File: config.mk
export PLATFORM = sky130hd
export DESIGN_NAME = mem_arbiter_flat
export DESIGN_NICKNAME = d
export VERILOG_FILES = /design/src/rtl/mem_arbiter_if.sv /design/src/rtl/mem_arbiter.sv /design/src/flat_wrapper.sv
export SDC_FILE = /design/constraint.sdc
export NUM_CORES = 1
export LEC_CHECK = 0
export BUFFER_PORTS_ARGS = -buffer_cell sky130_fd_sc_hd__buf_2
export CAP_MARGIN = 15
export CORE_UTILIZATION = 45
export CTS_BUF_LIST = sky130_fd_sc_hd__clkbuf_16
export DETAILED_ROUTE_END_ITERATION = 7
export PLACE_DENSITY = 0.93
export SKIP_CTS_REPAIR_TIMING = 1
export SYNTH_ARGS = -nofsm -noshare
export SYNTH_HDL_FRONTEND = slang
export SYNTH_SLANG_ARGS = --single-unit
export TNS_END_PERCENT = 50
File: constraint.sdc
create_clock -name clk -period 2.7 [get_ports clk]
set_clock_uncertainty 0.15 [all_clocks]
set_input_delay 0.54 -clock clk [delete_from_list [all_inputs] [get_ports clk]]
set_output_delay 0.54 -clock clk [all_outputs]
set_load 0.005 [all_outputs]
File: src/rtl/mem_arbiter_if.sv
// Bundle of the arbiter's slot counter, VGA fetch, CPU handshake and memory port signals.
// master: the arbiter side. slave: the environment (VGA controller, CPU, memory).
interface mem_arbiter_if #(
   parameter int unsigned DATAWIDTH = 16,
   parameter int unsigned ADDRWIDTH = 16
);

   // Slot counter and VGA fetch path
   logic [2:0]           acnt;
   logic [ADDRWIDTH-1:0] vga_addr;
   logic [DATAWIDTH-1:0] glyph_num;
   logic [DATAWIDTH-1:0] glyph_pixels;

   // CPU request/acknowledge port
   logic                 cpu_req;
   logic                 cpu_we;
   logic [ADDRWIDTH-1:0] cpu_addr;
   logic [DATAWIDTH-1:0] cpu_wdata;
   logic                 cpu_ack;
   logic [DATAWIDTH-1:0] cpu_rdata;

   // Shared memory port; mem_rdata is combinational from mem_addr
   logic [ADDRWIDTH-1:0] mem_addr;
   logic [DATAWIDTH-1:0] mem_wdata;
   logic                 mem_we;
   logic [DATAWIDTH-1:0] mem_rdata;

   modport master (
      output acnt,
      input  vga_addr,
      output glyph_num,
      output glyph_pixels,
      input  cpu_req,
      input  cpu_we,
      input  cpu_addr,
      input  cpu_wdata,
      output cpu_ack,
      output cpu_rdata,
      output mem_addr,
      output mem_wdata,
      output mem_we,
      input  mem_rdata
   );

   modport slave (
      input  acnt,
      output vga_addr,
      input  glyph_num,
      input  glyph_pixels,
      output cpu_req,
      output cpu_we,
      output cpu_addr,
      output cpu_wdata,
      input  cpu_ack,
      input  cpu_rdata,
      input  mem_addr,
      input  mem_wdata,
      input  mem_we,
      output mem_rdata
   );

endinterface

File: src/rtl/mem_arbiter.sv
// Time-division arbiter for the single shared memory port.
// An 8-slot round: slots 0/1 fetch the frame-buffer word and the glyph-row pixels for the
// VGA controller, slots 2..7 serve one CPU port through a req/ack handshake.
module mem_arbiter #(
   parameter int unsigned DATAWIDTH = 16,
   parameter int unsigned ADDRWIDTH = 16
) (
   input logic           clk,
   input logic           rst,
   mem_arbiter_if.master bus
);

   logic [2:0]           acnt_q;
   logic [2:0]           acnt_d;
   logic [DATAWIDTH-1:0] glyph_num_q;
   logic [DATAWIDTH-1:0] glyph_pixels_q;
   logic [DATAWIDTH-1:0] cpu_rdata_q;
   // Set in the cycle after an access issues; doubles as the ack pulse and blocks
   // back-to-back issue, which gives the one-access-per-two-cycles ceiling.
   logic                 issued_q;

   logic                 cpu_slot;
   logic                 issue;
   logic [ADDRWIDTH-1:0] mem_addr;
   logic                 mem_we;

   // Free-running slot counter, modulo 8
   always_comb begin
      acnt_d = acnt_q + 3'd1;
   end

   // Slot decode, CPU issue qualification and memory port steering
   always_comb begin
      cpu_slot = (acnt_q >= 3'd2);
      issue    = cpu_slot & bus.cpu_req & ~issued_q;
      mem_addr = bus.vga_addr;
      mem_we   = 1'b0;
      if (cpu_slot) begin
         mem_addr = bus.cpu_addr;
      end
      if (issue) begin
         mem_we = bus.cpu_we;
      end
   end

   // Slot counter register
   always_ff @(posedge clk or negedge rst) begin
      if (!rst) begin
         acnt_q <= 3'd0;
      end else begin
         acnt_q <= acnt_d;
      end
   end

   // VGA holding registers: frame word at the end of slot 0, pixel row at the end of slot 1
   always_ff @(posedge clk or negedge rst) begin
      if (!rst) begin
         glyph_num_q    <= '0;
         glyph_pixels_q <= '0;
      end else begin
         if (acnt_q == 3'd0) begin
            glyph_num_q <= bus.mem_rdata;
         end
         if (acnt_q == 3'd1) begin
            glyph_pixels_q <= bus.mem_rdata;
         end
      end
   end

   // CPU completion: one-cycle ack after issue; read data captured only for reads
   always_ff @(posedge clk or negedge rst) begin
      if (!rst) begin
         issued_q    <= 1'b0;
         cpu_rdata_q <= '0;
      end else begin
         issued_q <= issue;
         if (issue && !bus.cpu_we) begin
            cpu_rdata_q <= bus.mem_rdata;
         end
      end
   end

   // Output drive
   always_comb begin
      bus.acnt         = acnt_q;
      bus.glyph_num    = glyph_num_q;
      bus.glyph_pixels = glyph_pixels_q;
      bus.cpu_ack      = issued_q;
      bus.cpu_rdata    = cpu_rdata_q;
      bus.mem_addr     = mem_addr;
      bus.mem_wdata    = bus.cpu_wdata;
      bus.mem_we       = mem_we;
   end

endmodule

File: src/flat_wrapper.sv
// flat-port wrapper written by rule: the top's interface ports become plain ports
module mem_arbiter_flat 
#(
   parameter int unsigned DATAWIDTH = 16,
   parameter int unsigned ADDRWIDTH = 16
)
  (clk, rst, bus_acnt, bus_vga_addr, bus_glyph_num, bus_glyph_pixels, bus_cpu_req, bus_cpu_we, bus_cpu_addr, bus_cpu_wdata, bus_cpu_ack, bus_cpu_rdata, bus_mem_addr, bus_mem_wdata, bus_mem_we, bus_mem_rdata);
  mem_arbiter_if #(.DATAWIDTH(DATAWIDTH), .ADDRWIDTH(ADDRWIDTH)) bus_i ();
  input logic clk;
  input logic rst;
  output wire logic [$bits(bus_i.acnt)-1:0] bus_acnt;
  input wire logic [$bits(bus_i.vga_addr)-1:0] bus_vga_addr;
  output wire logic [$bits(bus_i.glyph_num)-1:0] bus_glyph_num;
  output wire logic [$bits(bus_i.glyph_pixels)-1:0] bus_glyph_pixels;
  input wire logic [$bits(bus_i.cpu_req)-1:0] bus_cpu_req;
  input wire logic [$bits(bus_i.cpu_we)-1:0] bus_cpu_we;
  input wire logic [$bits(bus_i.cpu_addr)-1:0] bus_cpu_addr;
  input wire logic [$bits(bus_i.cpu_wdata)-1:0] bus_cpu_wdata;
  output wire logic [$bits(bus_i.cpu_ack)-1:0] bus_cpu_ack;
  output wire logic [$bits(bus_i.cpu_rdata)-1:0] bus_cpu_rdata;
  output wire logic [$bits(bus_i.mem_addr)-1:0] bus_mem_addr;
  output wire logic [$bits(bus_i.mem_wdata)-1:0] bus_mem_wdata;
  output wire logic [$bits(bus_i.mem_we)-1:0] bus_mem_we;
  input wire logic [$bits(bus_i.mem_rdata)-1:0] bus_mem_rdata;
  assign bus_acnt = bus_i.acnt;
  assign bus_i.vga_addr = bus_vga_addr;
  assign bus_glyph_num = bus_i.glyph_num;
  assign bus_glyph_pixels = bus_i.glyph_pixels;
  assign bus_i.cpu_req = bus_cpu_req;
  assign bus_i.cpu_we = bus_cpu_we;
  assign bus_i.cpu_addr = bus_cpu_addr;
  assign bus_i.cpu_wdata = bus_cpu_wdata;
  assign bus_cpu_ack = bus_i.cpu_ack;
  assign bus_cpu_rdata = bus_i.cpu_rdata;
  assign bus_mem_addr = bus_i.mem_addr;
  assign bus_mem_wdata = bus_i.mem_wdata;
  assign bus_mem_we = bus_i.mem_we;
  assign bus_i.mem_rdata = bus_mem_rdata;
  mem_arbiter #(.DATAWIDTH(DATAWIDTH), .ADDRWIDTH(ADDRWIDTH)) u_core (.clk(clk), .rst(rst), .bus(bus_i));
endmodule
# Word level (Yosys, flattened, before mapping)
# Cells that the tools add are included.
[word_totals] regBits=52 input_bits=68 output_inout_bits=85 elab_cells=16
[classes] addsub=1 magnitude_cmp=1 eq_ne=1 n_mux=2 bitwise=3 n_reduce_logical=3
[ops] op="16-bit two-way mux" count=1
[ops] op="3-bit by 1-bit adder with 3-bit output, second input constant" count=1
[ops] op="3-bit by 1-bit == test with 1-bit output, second input constant" count=1
[ops] op="3-bit by 2-bit >= comparator with 1-bit output, second input constant" count=1
[ops] op="3-bit logical NOT" count=1
[ops] op="1-bit AND" count=2
[ops] op="1-bit logical AND" count=1
[ops] op="1-bit logical NOT" count=1
[ops] op="1-bit two-way mux" count=1
[ops] op="1-bit NOT" count=1

# Logic depth before layout (Yosys ltp)
[depth] ltp_word=4 ltp_mapped=6 ltp_nobuf=4

# Worst setup path after synthesis
# OpenSTA, ideal clock, no wires.
[synth_timing] path_type="reg-to-output" start="register u_core.acnt_q[1], in the netlist u_core.bus.acnt[1]" end="output port bus_mem_addr[0]" t_arrival_ns=1.266 required_time_ns=2.010 path_slack_ns=0.744 path_stages_with_launch=4 n_path_buf=1 path_cell_list="dfrtp_1 > nor2_4 > buf_2 > mux2_2"
[synth_between] elab_chain_cells=2
[synth_rtl] item="start, declared" line_no="mem_arbiter.sv:13" source="logic [2:0] acnt_q;"
[synth_rtl] item="start signal, assigned" line_no="mem_arbiter.sv:51" source="acnt_q <= acnt_d;"
[synth_rtl] item="3-bit by 2-bit >= comparator with 1-bit output" line_no="mem_arbiter.sv:34" source="cpu_slot = (acnt_q >= 3'd2);"
[synth_rtl] item="16-bit two-way mux" line_no="mem_arbiter.sv:38" source="if (cpu_slot) begin"
[synth_rtl] item="end, declared" line_no="flat_wrapper.sv:21" source="output wire logic [$bits(bus_i.mem_addr)-1:0] bus_mem_addr;"
# Every way passes these cells.

# Final worst setup path
[layout_timing] start="register u_core.acnt_q[1], in the netlist u_core.bus.acnt[1]" end="output port bus_mem_addr[8]"
# Same word-level chain as after synthesis.

==> flow_summary.json <==
{
  "critical_path_buf_inv_count": 1,
  "final-seq-area_um2": 1300,
  "intPower_uw": 1330,
  "most_used_flip_flop_cell_after_synthesis": "dfrtp_1",
  "clock_tree.buffer_depth": 2,
  "hold_slack_ns": 0.155,
  "part_of_the_yosys_area_used_for_sequential_elements": 0.567,
  "power.switching_uw": 376,
  "finalNonFillerCells": 328,
  "groute.layer.met2.usage": 0.318,
  "rsz0062_at_grt": "false",
  "synth.area.mux_share": 0.314,
  "yosys.area_share.simple": 0.0267,
  "synth_fp_nets": 221,
  "detail_route.vias_per_cell": 4.74,
  "grt_start_max_net_pins": 33,
  "ff2ff_setup_slack_ns": 0.81,
  "critical-path-top-delay-family": "simple AND/OR/NAND/NOR gates",
  "placeable_area_um2": 4820,
  "detailroute.via_count": 1554,
  "max_stage_delay_ns": 0.46,
  "globalRoute.totalOverflow": 0,
  "power.density_cell_area_nw_per_um2": 568,
  "critical_path.cell_chain": "nor2_4 > mux2_2 > buf_2",
  "synth_adder_area_share": 0.0164,
  "ir_worst_vdd_mv": 0.465,
  "die-width_um": 73.4,
  "power_frac_seq": 0.518,
  "worstHoldPathType": "input port to async pin",
  "synth_xor_area_frac": 0.00382,
  "worst_pin_slew_ns": 0.705,
  "proportion_of_netlist_area_held_by_the_largest_area_contributor": 0.567,
  "detailedRoute.firstIterationViolations": 33,
  "dp.final_hpwl_um": 3800,
  "place_inst": 320,
  "multi_input_area_um2": 828,
  "final_design_area_no_fill_um2": 3000,
  "report.final.hold_viol_count": 0,
  "placement_rows": 25,
  "worst-setup-path-type": "flop to output port",
  "status": "complete, no violations",
  "totalWireLength_um": 4890,
  "numCtsBuffers": 5,
  "routed_len_inst_um": 14.9,
  "global_route.usage.met3": 0.0357,
  "power_switching_share": 0.221,
  "power.clock.fraction": 0.346,
  "pwr-share-comb": 0.137,
  "leakage_uw": 0.00149,
  "die_height_um": 73.4,
  "grtUsageTotal": 0.185,
  "maxSlewHeadroom": 0.530,
  "synthArstFlopShare": 1.00,
  "globalplace.congestion": 0.698,
  "drtAntennaViolNets": 0,
  "postSynthCellCount": 150,
  "placement.cell_area_um2": 2860,
  "synth-edff-count": 0,
  "synth_top_family_by_area": "multiplexers",
  "final_net_count": 331,
  "grt_busiest_layer": "met2",
  "first_global_vias": 1570,
  "drt_drc_violations_left": 0,
  "crit_path_max_delay_cell_type": "nor2_4",
  "grt_antenna_before_repair": 0,
  "synth.avg_cell_area_um2": 15.3,
  "timing.reg2reg.worst_path_depth": 5,
  "initial_standard_cell_utilization_of_the_core": 0.476,
  "fraction_of_layout_instances_using_a_drive_strength_above_1": 0.755,
  "clockRootBuffer": "clkbuf_16",
  "timing.max_cap.violations": 0,
  "met1_usage": 0.227,
  "summed_instance_area_of_the_synthesized_netlist_um2": 2290,
  "final.setup.tns_ns": 0,
  "largest_area_contributor_in_the_netlist": "dfrtp_1",
  "place.port_buffers": 120,
  "critical_path.max_fanout": 18,
  "yosys_warnings": 0,
  "finalMaxSlewViolations": 0,
  "cp_data_required_time_ns": 2.01,
  "synth_commonest_cells": "mux2_2, dfrtp_1, buf_4",
  "number_of_filler_cells_placed_in_the_layout": 383,
  "worstSetupEndpointType": "output port",
  "most_frequent_cell_after_synthesis": "mux2_2",
  "cp_data_arrival_time_ns": 1.70,
  "max_freq_ghz": 0.419,
  "synthToLayoutAreaGrowth_pct": 30.8,
  "clkLatencyLatePin_ns": 0.28,
  "cts_tree": "yes",
  "boundary_pin_count": 153,
  "number_of_different_library_cells_in_the_post_synthesis_netlist": 13,
  "dieArea_um2": 5390,
  "grt_first_pass_wirelength_um": 7510,
  "finalSetupViolCount": 0,
  "synth_compound_gate_area_share": 0,
  "type_of_origin_of_the_critical_path": "flop",
  "netlist_top_cells_area": "dfrtp_1, mux2_2, buf_4",
  "numClockSinks": 52,
  "htree_levels": 2,
  "insertedDiodeCount": 0,
  "yosys_register_bits": 52,
  "layout_worst_path_cycle_share": 0.885,
  "clk_pin_slew_ns": 0.07,
  "drt_pre_antenna_iters": 4,
  "time_the_worst_path_needs_with_i_o_delays_and_setup_ns": 2.39,
  "cp.depth": 3
}
metal layers:
layer | part of all wire | vias to the layer above | wire length [um]
met5 | 0 | - | 0
met4 | 0.026 | 0 | 128
met1 | 0.40 | 760 | 1970
met2 | 0.52 | 50 | 2570
met3 | 0.047 | 16 | 230
li1 | - | 728 | -
final cells by class:
cell class	instances	area share
clock buffer	5	0.0417
clock inverter	3	0.00501
inverter	2	0.00250
multi-input combinational	74	0.276
sequential	52	0.434
tap	67	0.0280
timing repair buffer	125	0.213
kinds of logic (layout without fill, tap and decap cells):
kind of cell / count (synthesis) / after routing
multiplexers: 64 / 64
AND/OR/NAND/NOR: 6 / 6
buffers and inverters: 24 / 135
adder cells (fa/ha/maj): 3 / 3
flip-flops: 52 / 52
XOR/XNOR: 1 / 1
power by group through the flow:
stage	registers [uW]	clock network [uW]	logic, uW
after global routing	891	636	257
final	882	588	233
after global placement	893	0	229
after detailed placement	897	0	237
after CTS	882	606	238
after floorplan	903	0	94.2
state kept, by name (all words and copies together), names as in the netlist:
signal / count
u_core.bus.cpu_rdata: 16
u_core.bus.glyph_num: 16
u_core.bus.glyph_pixels: 16
u_core.bus.acnt: 3
u_core.bus.cpu_ack: 1
final timing paths:
path	from	to
setup / recovery	u_core.bus.acnt[1]	bus_mem_addr[8]
hold / removal	rst	u_core.bus.glyph_num[9]
setup reg to reg	u_core.bus.acnt[1]	u_core.bus.glyph_pixels[12]
hold reg to reg	u_core.bus.glyph_pixels[0]	u_core.bus.glyph_pixels[0]
max in group asynchronous	rst	u_core.bus.glyph_pixels[0]
min in group clk	u_core.bus.glyph_pixels[0]	u_core.bus.glyph_pixels[0]
through the flow:
step | total power, uW | utilization | worst slack [ns]
6_report | 1700 | 0.623 | 0.311
5_1_grt | 1780 | 0.623 | 0.246
4_1_cts | 1730 | 0.623 | 0.317
3_5_place_dp | 1130 | 0.594 | 0.619
3_3_place_gp | 1120 | 0.594 | 0.673
2_1_floorplan | 997 | - | 0.744
cell usage in the layout, fill, tap and decap left out:
| cell | instances |
|---|---|
| clkinvlp_4 | 1 |
| nand2b_1 | 2 |
| ha_1 | 3 |
| dfrtp_1 | 52 |
| nor2_4 | 1 |
| buf_2 | 120 |
| nor4b_4 | 1 |
| clkinv_1 | 1 |
| inv_1 | 3 |
| mux2_2 | 64 |
| buf_4 | 5 |
| and2_1 | 1 |
| nor3b_1 | 1 |
| xor2_1 | 1 |
| clkbuf_16 | 5 |
(Power assumes the default switching activity.)
